### src/rtl/oka_overlap_accum.sv
// oka_overlap_accum: pipelined overlap-free Karatsuba recombiner with GF(2) multiply-accumulate
module oka_overlap_accum #(
    parameter int N  = 16,
    parameter int CW = 8
) (
    input  logic            clk,
    input  logic            rst,
    input  logic            in_valid,
    output logic            in_ready,
    input  logic [N-2:0]    p_ee,
    input  logic [N-2:0]    p_eo,
    input  logic [N-2:0]    p_oe,
    input  logic [N-2:0]    p_oo,
    input  logic            acc_first,
    input  logic            acc_last,
    output logic            out_valid,
    input  logic            out_ready,
    output logic [2*N-2:0]  out_data,
    output logic [CW-1:0]   out_cnt,
    output logic            acc_drop
);
    logic           r_s1_valid, r_s1_first, r_s1_last, r_acc_open;
    logic [N-2:0]   r_ee, r_eo, r_oe, r_oo;
    logic [2*N-2:0] r_acc, w_c, w_acc_next;
    logic [CW-1:0]  r_cnt, w_cnt_next;
    logic [N-1:0]   w_ev_lo, w_ev_hi;
    logic           w_s1_adv, w_restart;
    // only a last transaction must wait for the output register to free up
    assign w_s1_adv  = r_s1_valid && (!r_s1_last || !out_valid || out_ready);
    assign in_ready  = !r_s1_valid || w_s1_adv;
    assign w_restart = r_s1_first || !r_acc_open;
    assign w_ev_lo   = {1'b0, r_ee};
    assign w_ev_hi   = {r_oo, 1'b0};
    always_comb begin
        w_c = '0;
        for (int k = 0; k < N; k++) w_c[2*k] = w_ev_lo[k] ^ w_ev_hi[k];
        for (int k = 0; k < N-1; k++) w_c[2*k+1] = r_eo[k] ^ r_oe[k];
    end
    assign w_acc_next = w_restart ? w_c : r_acc ^ w_c;
    assign w_cnt_next = w_restart ? CW'(1) : (&r_cnt ? r_cnt : r_cnt + 1'b1);
    assign acc_drop   = w_s1_adv && r_s1_first && r_acc_open && !rst;
    always_ff @(posedge clk) begin
        if (rst) begin
            r_s1_valid <= 1'b0;
            r_s1_first <= 1'b0;
            r_s1_last  <= 1'b0;
            r_ee       <= '0;
            r_eo       <= '0;
            r_oe       <= '0;
            r_oo       <= '0;
            r_acc      <= '0;
            r_cnt      <= '0;
            r_acc_open <= 1'b0;
            out_valid  <= 1'b0;
            out_data   <= '0;
            out_cnt    <= '0;
        end else begin
            if (in_valid && in_ready) begin
                r_s1_valid <= 1'b1;
                r_s1_first <= acc_first;
                r_s1_last  <= acc_last;
                r_ee       <= p_ee;
                r_eo       <= p_eo;
                r_oe       <= p_oe;
                r_oo       <= p_oo;
            end else if (w_s1_adv) begin
                r_s1_valid <= 1'b0;
            end
            if (w_s1_adv && r_s1_last) begin
                out_valid  <= 1'b1;
                out_data   <= w_acc_next;
                out_cnt    <= w_cnt_next;
                r_acc      <= '0;
                r_cnt      <= '0;
                r_acc_open <= 1'b0;
            end else begin
                if (out_valid && out_ready) out_valid <= 1'b0;
                if (w_s1_adv) begin
                    r_acc      <= w_acc_next;
                    r_cnt      <= w_cnt_next;
                    r_acc_open <= 1'b1;
                end
            end
        end
    end
endmodule

### config.mk
export PLATFORM = sky130hd
export DESIGN_NAME = oka_overlap_accum
export DESIGN_NICKNAME = d
export VERILOG_FILES = /design/src/rtl/oka_overlap_accum.sv
export SDC_FILE = /design/constraint.sdc
export NUM_CORES = 1
export LEC_CHECK = 0
export BUFFER_PORTS_ARGS = -buffer_cell sky130_fd_sc_hd__buf_2
export CAP_MARGIN = 20
export CORE_UTILIZATION = 50
export CTS_CLUSTER_SIZE = 8
export DETAILED_ROUTE_END_ITERATION = 6
export GPL_ROUTABILITY_DRIVEN = 0
export PLACE_DENSITY = 0.76
export SETUP_SLACK_MARGIN = 0.5
export SYNTH_ARGS = -nofsm -noshare
export SYNTH_HDL_FRONTEND = slang
export SYNTH_SLANG_ARGS = --single-unit
### constraint.sdc
create_clock -name clk -period 1.8 [get_ports clk]
set_clock_uncertainty 0.05 [all_clocks]
set_input_delay 0.36 -clock clk [delete_from_list [all_inputs] [get_ports clk]]
set_output_delay 0.36 -clock clk [all_outputs]
set_load 0.1 [all_outputs]
# Word-level counts from Yosys, hierarchy flattened
# Index checks and enable logic that the tools add are counted.
dict set report totals {
  register_bits 143
  input_bits 66
  out_inout_bits 42
}
dict set report classes {
  addsub 1
  mux 7
  bitwise 30
  reduce_logical 20
}
# operator n
set ops {}
lappend ops {{31-bit 2-to-1 mux} 1}
lappend ops {{31-bit XOR} 1}
lappend ops {{1-bit XOR} 29}
lappend ops {{8-bit 2-to-1 mux} 2}
lappend ops {{8-bit by 1-bit adder with 8-bit output, second input constant} 1}
lappend ops {{8-bit AND reduction} 1}
lappend ops {{1-bit logical AND} 7}
lappend ops {{1-bit logical NOT} 5}
lappend ops {{1-bit logical OR} 4}
lappend ops {{1-bit 2-to-1 mux} 4}
lappend ops {{2-bit nonzero test} 2}
lappend ops {{2-bit OR reduction} 1}

# Longest topological paths before layout
dict set report logic_depth {
  word_depth 7
  depth_mapped 8
}

# Worst setup path before layout
# Ideal clock, no wire load.
dict set report synth_path {
  kind {reg-to-output}
  from {register out_valid}
  to {output port acc_drop}
  t_arrival_ns 3.333
  required_ns 1.390
  setup_slack_ns -1.943
  stages_incl_launch_ff 5
  path_buffers 1
  path_cell_list {dfxtp_1 -> nand3b_1 -> nand2_1 -> buf_1 -> nor3_1}
}
dict set report synth_between {
  elab_chain_len 7
}
# item line_no
set synth_rtl {}
lappend synth_rtl {{start: declaration} 16} ;# output logic out_valid,
lappend synth_rtl {{start signal: assignment} 54} ;# out_valid <= 1'b0;
lappend synth_rtl {{start signal: assignment} 70} ;# out_valid <= 1'b1;
lappend synth_rtl {{start signal: assignment} 77} ;# if (out_valid && out_ready) out_valid <= 1'b0;
lappend synth_rtl {{1-bit logical NOT} 29} ;# assign w_s1_adv = r_s1_valid && (!r_s1_last || !out_valid || out_ready);
lappend synth_rtl {{1-bit logical OR (2 in series)} 29}
lappend synth_rtl {{1-bit logical AND} 29}
lappend synth_rtl {{1-bit logical AND (3 in series)} 41} ;# assign acc_drop = w_s1_adv && r_s1_first && r_acc_open && !rst;
lappend synth_rtl {{end: declaration} 20} ;# output logic acc_drop
# No other way between the ends.

# Worst setup path in the final report
# Ends and elaborated chain as after synthesis.

==> results by group <==
Outcome
  – Status: finished, violations left
  – Failing checks: DRC, setup timing

Setup path
  – CP max-delay cell: dfxtp_4
  – CP Class: reg2out
  – Setup crit start kind: flop
  – Max stage delay on crit path: 340 ps
  – Worst Path Arrival: 1410 ps
  – Worst r2r src: out_valid$_SDFFE_PP0P_
  – Crit-path cells: nand3b_1, nand2_2, nor3_4, buf_12
  – Setup crit start: out_valid$_SDFFE_PP0P_
  – Critical Path End Type: output pin
  – CP top delay family: simple AND/OR/NAND/NOR gates
  – CP max FO: 2
  – Buf+Inv Stages, Crit Path: 1
  – Worst endpoint required time: 1390 ps

Timing
  – Final Hold Fails: 0
  – Unrepaired setup endpoints after global routing: true
  – Relative slew slack: 43.7%
  – Final setup viols: 2
  – Worst hold slack: 121 ps
  – Max Freq: 548 MHz
  – Worst setup margin: -24.2 ps
  – Worst-margin pin slew: 845 ps
  – Clock period minus worst slack: 1820 ps
  – Final period utilization: 101%
  – Final Slew Violations: 0

Layout
  – Final Cell Area: 0.00940 mm²
  – Most frequent cells in the layout: nand2_1, dfxtp_1, a21oi_1, buf_2, a21oi_2
  – Multi-input gate area: 0.00349 mm²
  – Synth-to-layout area growth: 56.7%
  – Layout cells sized above 1: 43.7%
  – Number of fill cells: 535
  – Most common cell after layout, fill and taps aside: nand2_1
  – Antenna diodes: 0
  – Seq. cell area: 0.00294 mm²
  – Final net count: 972

Power
  – Static leakage: 3.65 nW
  – Maximum VDD drop: 0.850 mV
  – Sw frac: 29.8%
  – Flop pwr share: 42.4%
  – Switch Pwr: 2.39 mW
  – Combinational fraction of design power: 15.0%
  – Clock power frac: 42.6%
  – Power Internal: 5.63 mW
  – Cell Pwr Density: 853 mW/mm²

Placement
  – Input/output buffers: 107
  – Placed inst area: 0.00683 mm²
  – Dpl hpwl: 10100 µm

Logic synthesis
  – Synth Flop Type: dfxtp_1
  – Largest family of logic cells by synthesized area: simple AND/OR/NAND/NOR gates
  – Seq cells post-synth: 143
  – Mapped cell area: 0.00600 mm²
  – Unique masters post-synth: 48
  – Synthesized area per cell: 8.01 µm²
  – Synthesized Nets: 816
  – Ys async rst share: 0%
  – Synth Area in Adders: 0.209%
  – Simple-gate share of the synthesized area: 24.0%
  – Post-Synth XOR/XNOR Area: 9.05%
  – Post-synth EDFFs: 0
  – Mapped Cells: 749
  – Synth Warn #: 0
  – Mux cell area share after synthesis: 0.355%
  – Post-synthesis sequential area ratio: 47.7%
  – Post-synthesis compound-gate area fraction: 14.5%

Flow run
  – Maxcap violations: 0

Route
  – Pre-antenna DRT Iters: 7
  – DR vias: 6904
  – Antenna viol nets, final: 0
  – Routed WL: 25800 µm
  – DR WL/cell: 24.3 µm
  – DRC Markers: 6
  – Vias per inst: 6.51
  – 1st-iter DRT viols: 1034

Global routing
  – Vias in the first global route: 6480
  – All-Layer GR Usage: 35.0%
  – GRT overflow: 0
  – Largest net degree at the start of global routing: 56
  – Global-route wire length before repair: 33700 µm
  – Initial antenna violation count: 0

CTS
  – Root buffer cell: clkbuf_16
  – CTS tree: done
  – CTS Hold Bufs: 0
  – H-Tree Depth: 4
  – Reg clk slew, reported paths: 70 ps
  – Bufs on Longest Clock Path: 2
  – Worst skew pair latency: 430 ps
  – Sink Count: 143
  – CTS Buf Count: 17

Floorplanning
  – Die area: 0.0124 mm²
  – IO Pins: 108
  – Row count: 39
  – Die Span Y: 112 µm
  – Core ar.: 0.0116 mm²
  – Initial Utilization: 51.9%
  – Die Width: 112 µm

Worst hold path
  – Hold_sp: p_eo[1]
  – Hold WC Path Type: in2reg
power groups by stage:
| stage | clock, mW | combinational (mW) | sequential (mW) |
|---|---|---|---|
| 2_1_floorplan | 0 | 0.462 | 3.52 |
| 3_3_place_gp | 0 | 0.741 | 3.43 |
| 3_5_place_dp | 0 | 0.754 | 3.44 |
| 4_1_cts | 3.30 | 0.994 | 3.37 |
| 5_1_grt | 3.54 | 1.24 | 3.40 |
| 6_report | 3.41 | 1.20 | 3.40 |
cells by family (layout without fill, tap and decap cells):
logic type,count (synthesis),in the layout
AND/OR/NAND/NOR,328,334
AO/OA/AOI/OAI,158,158
flip-flops,143,143
XOR/XNOR,62,62
buffers and inverters,55,218
multiplexers,2,2
adder cells (fa/ha/maj),1,1
synth_stat cells (2+ instances only):
cell type	instances	area, µm²
nand4_1	2	12.5
xor2_1	32	280
a211oi_1	5	37.5
nor3_1	5	25.0
nand3_1	5	25.0
a31oi_1	2	12.5
nand4b_1	2	17.5
clkbuf_1	22	82.6
nor2_1	13	48.8
and2_1	2	12.5
nand2b_1	3	18.8
nand2_1	253	950
buf_1	4	15.0
buf_4	2	15.0
a21oi_1	131	656
nor2b_1	2	12.5
nand3b_1	30	225
buf_2	24	120
and3_1	2	12.5
o21ai_0	4	20.0
o31ai_1	2	15.0
xnor2_1	30	263
o41ai_1	2	17.5
dfxtp_1	143	2860
o211ai_1	3	22.5
a22o_1	2	17.5
cell type report:
class,instances,area share (%)
multi-input combinational,557,37.1
sequential,143,31.3
timing repair buffer,185,23.6
clock buffer,19,4.82
tap,143,1.90
clock inverter,13,1.12
inverter,1,0.120
worst register-to-register path: cells and delay by family, from the launching register on:
family          cells  cell delay (ps)
simple gates        4              430
compound gates      1              200
flops               1              340
buf+inv             5              690
routing by layer:
metal | part of all wire (%) | wire, µm | track usage, % | vias up
li1 | - | - | - | 2808
met1 | 33 | 8550 | 40.5 | 3200
met2 | 47 | 12000 | 58.5 | 674
met3 | 12 | 3150 | 7.24 | 222
met5 | 0 | 0 | 0 | -
met4 | 7.8 | 2010 | 24.0 | 0
state kept, by name (all words and copies together) (netlist names):
name        cells
r_eo           15
r_s1_valid      1
r_acc_open      1
out_data       31
r_acc          31
r_ee           15
out_valid       1
r_oo           15
r_cnt           8
r_oe           15
r_s1_last       1
out_cnt         8
r_s1_first      1
path summary, 6_finish.rpt:
path	endpoint	slack [ps]	depth (start not counted)
min	r_eo[1]$_SDFFE_PP0P_	120	3
min reg2reg	r_acc[20]$_SDFFE_PP0N_	410	2
max reg2reg	r_ee[0]$_SDFFE_PP0P_	0	10
max	acc_drop	-20	4
repair_timing:
action / 4_1_cts / 5_1_grt
endpoints found under the hold margin: 0 / 0
buffers inserted: 34 / 9
pin swaps: 49 / 53
endpoints found under the setup margin: 182 / 183
resized for setup: 229 / 118
gates cloned: 17 / 1
through the flow:
step / utilization, % / power, mW / cells / setup WS [ps] / TNS, ps
6_report: 81.3 / 8.01 / 1061 / -24.2 / -25.5
5_1_grt: 81.3 / 8.18 / 1061 / -41.0 / -63.4
4_1_cts: 76.4 / 7.66 / 1051 / -37.6 / -37.6
3_5_place_dp: 59.0 / 4.20 / 968 / 81.5 / 0
3_3_place_gp: 59.0 / 4.17 / 968 / 136 / 0
2_1_floorplan: - / 3.98 / 749 / -159 / -159
No activity file was read; power rests on OpenSTA's default activity.
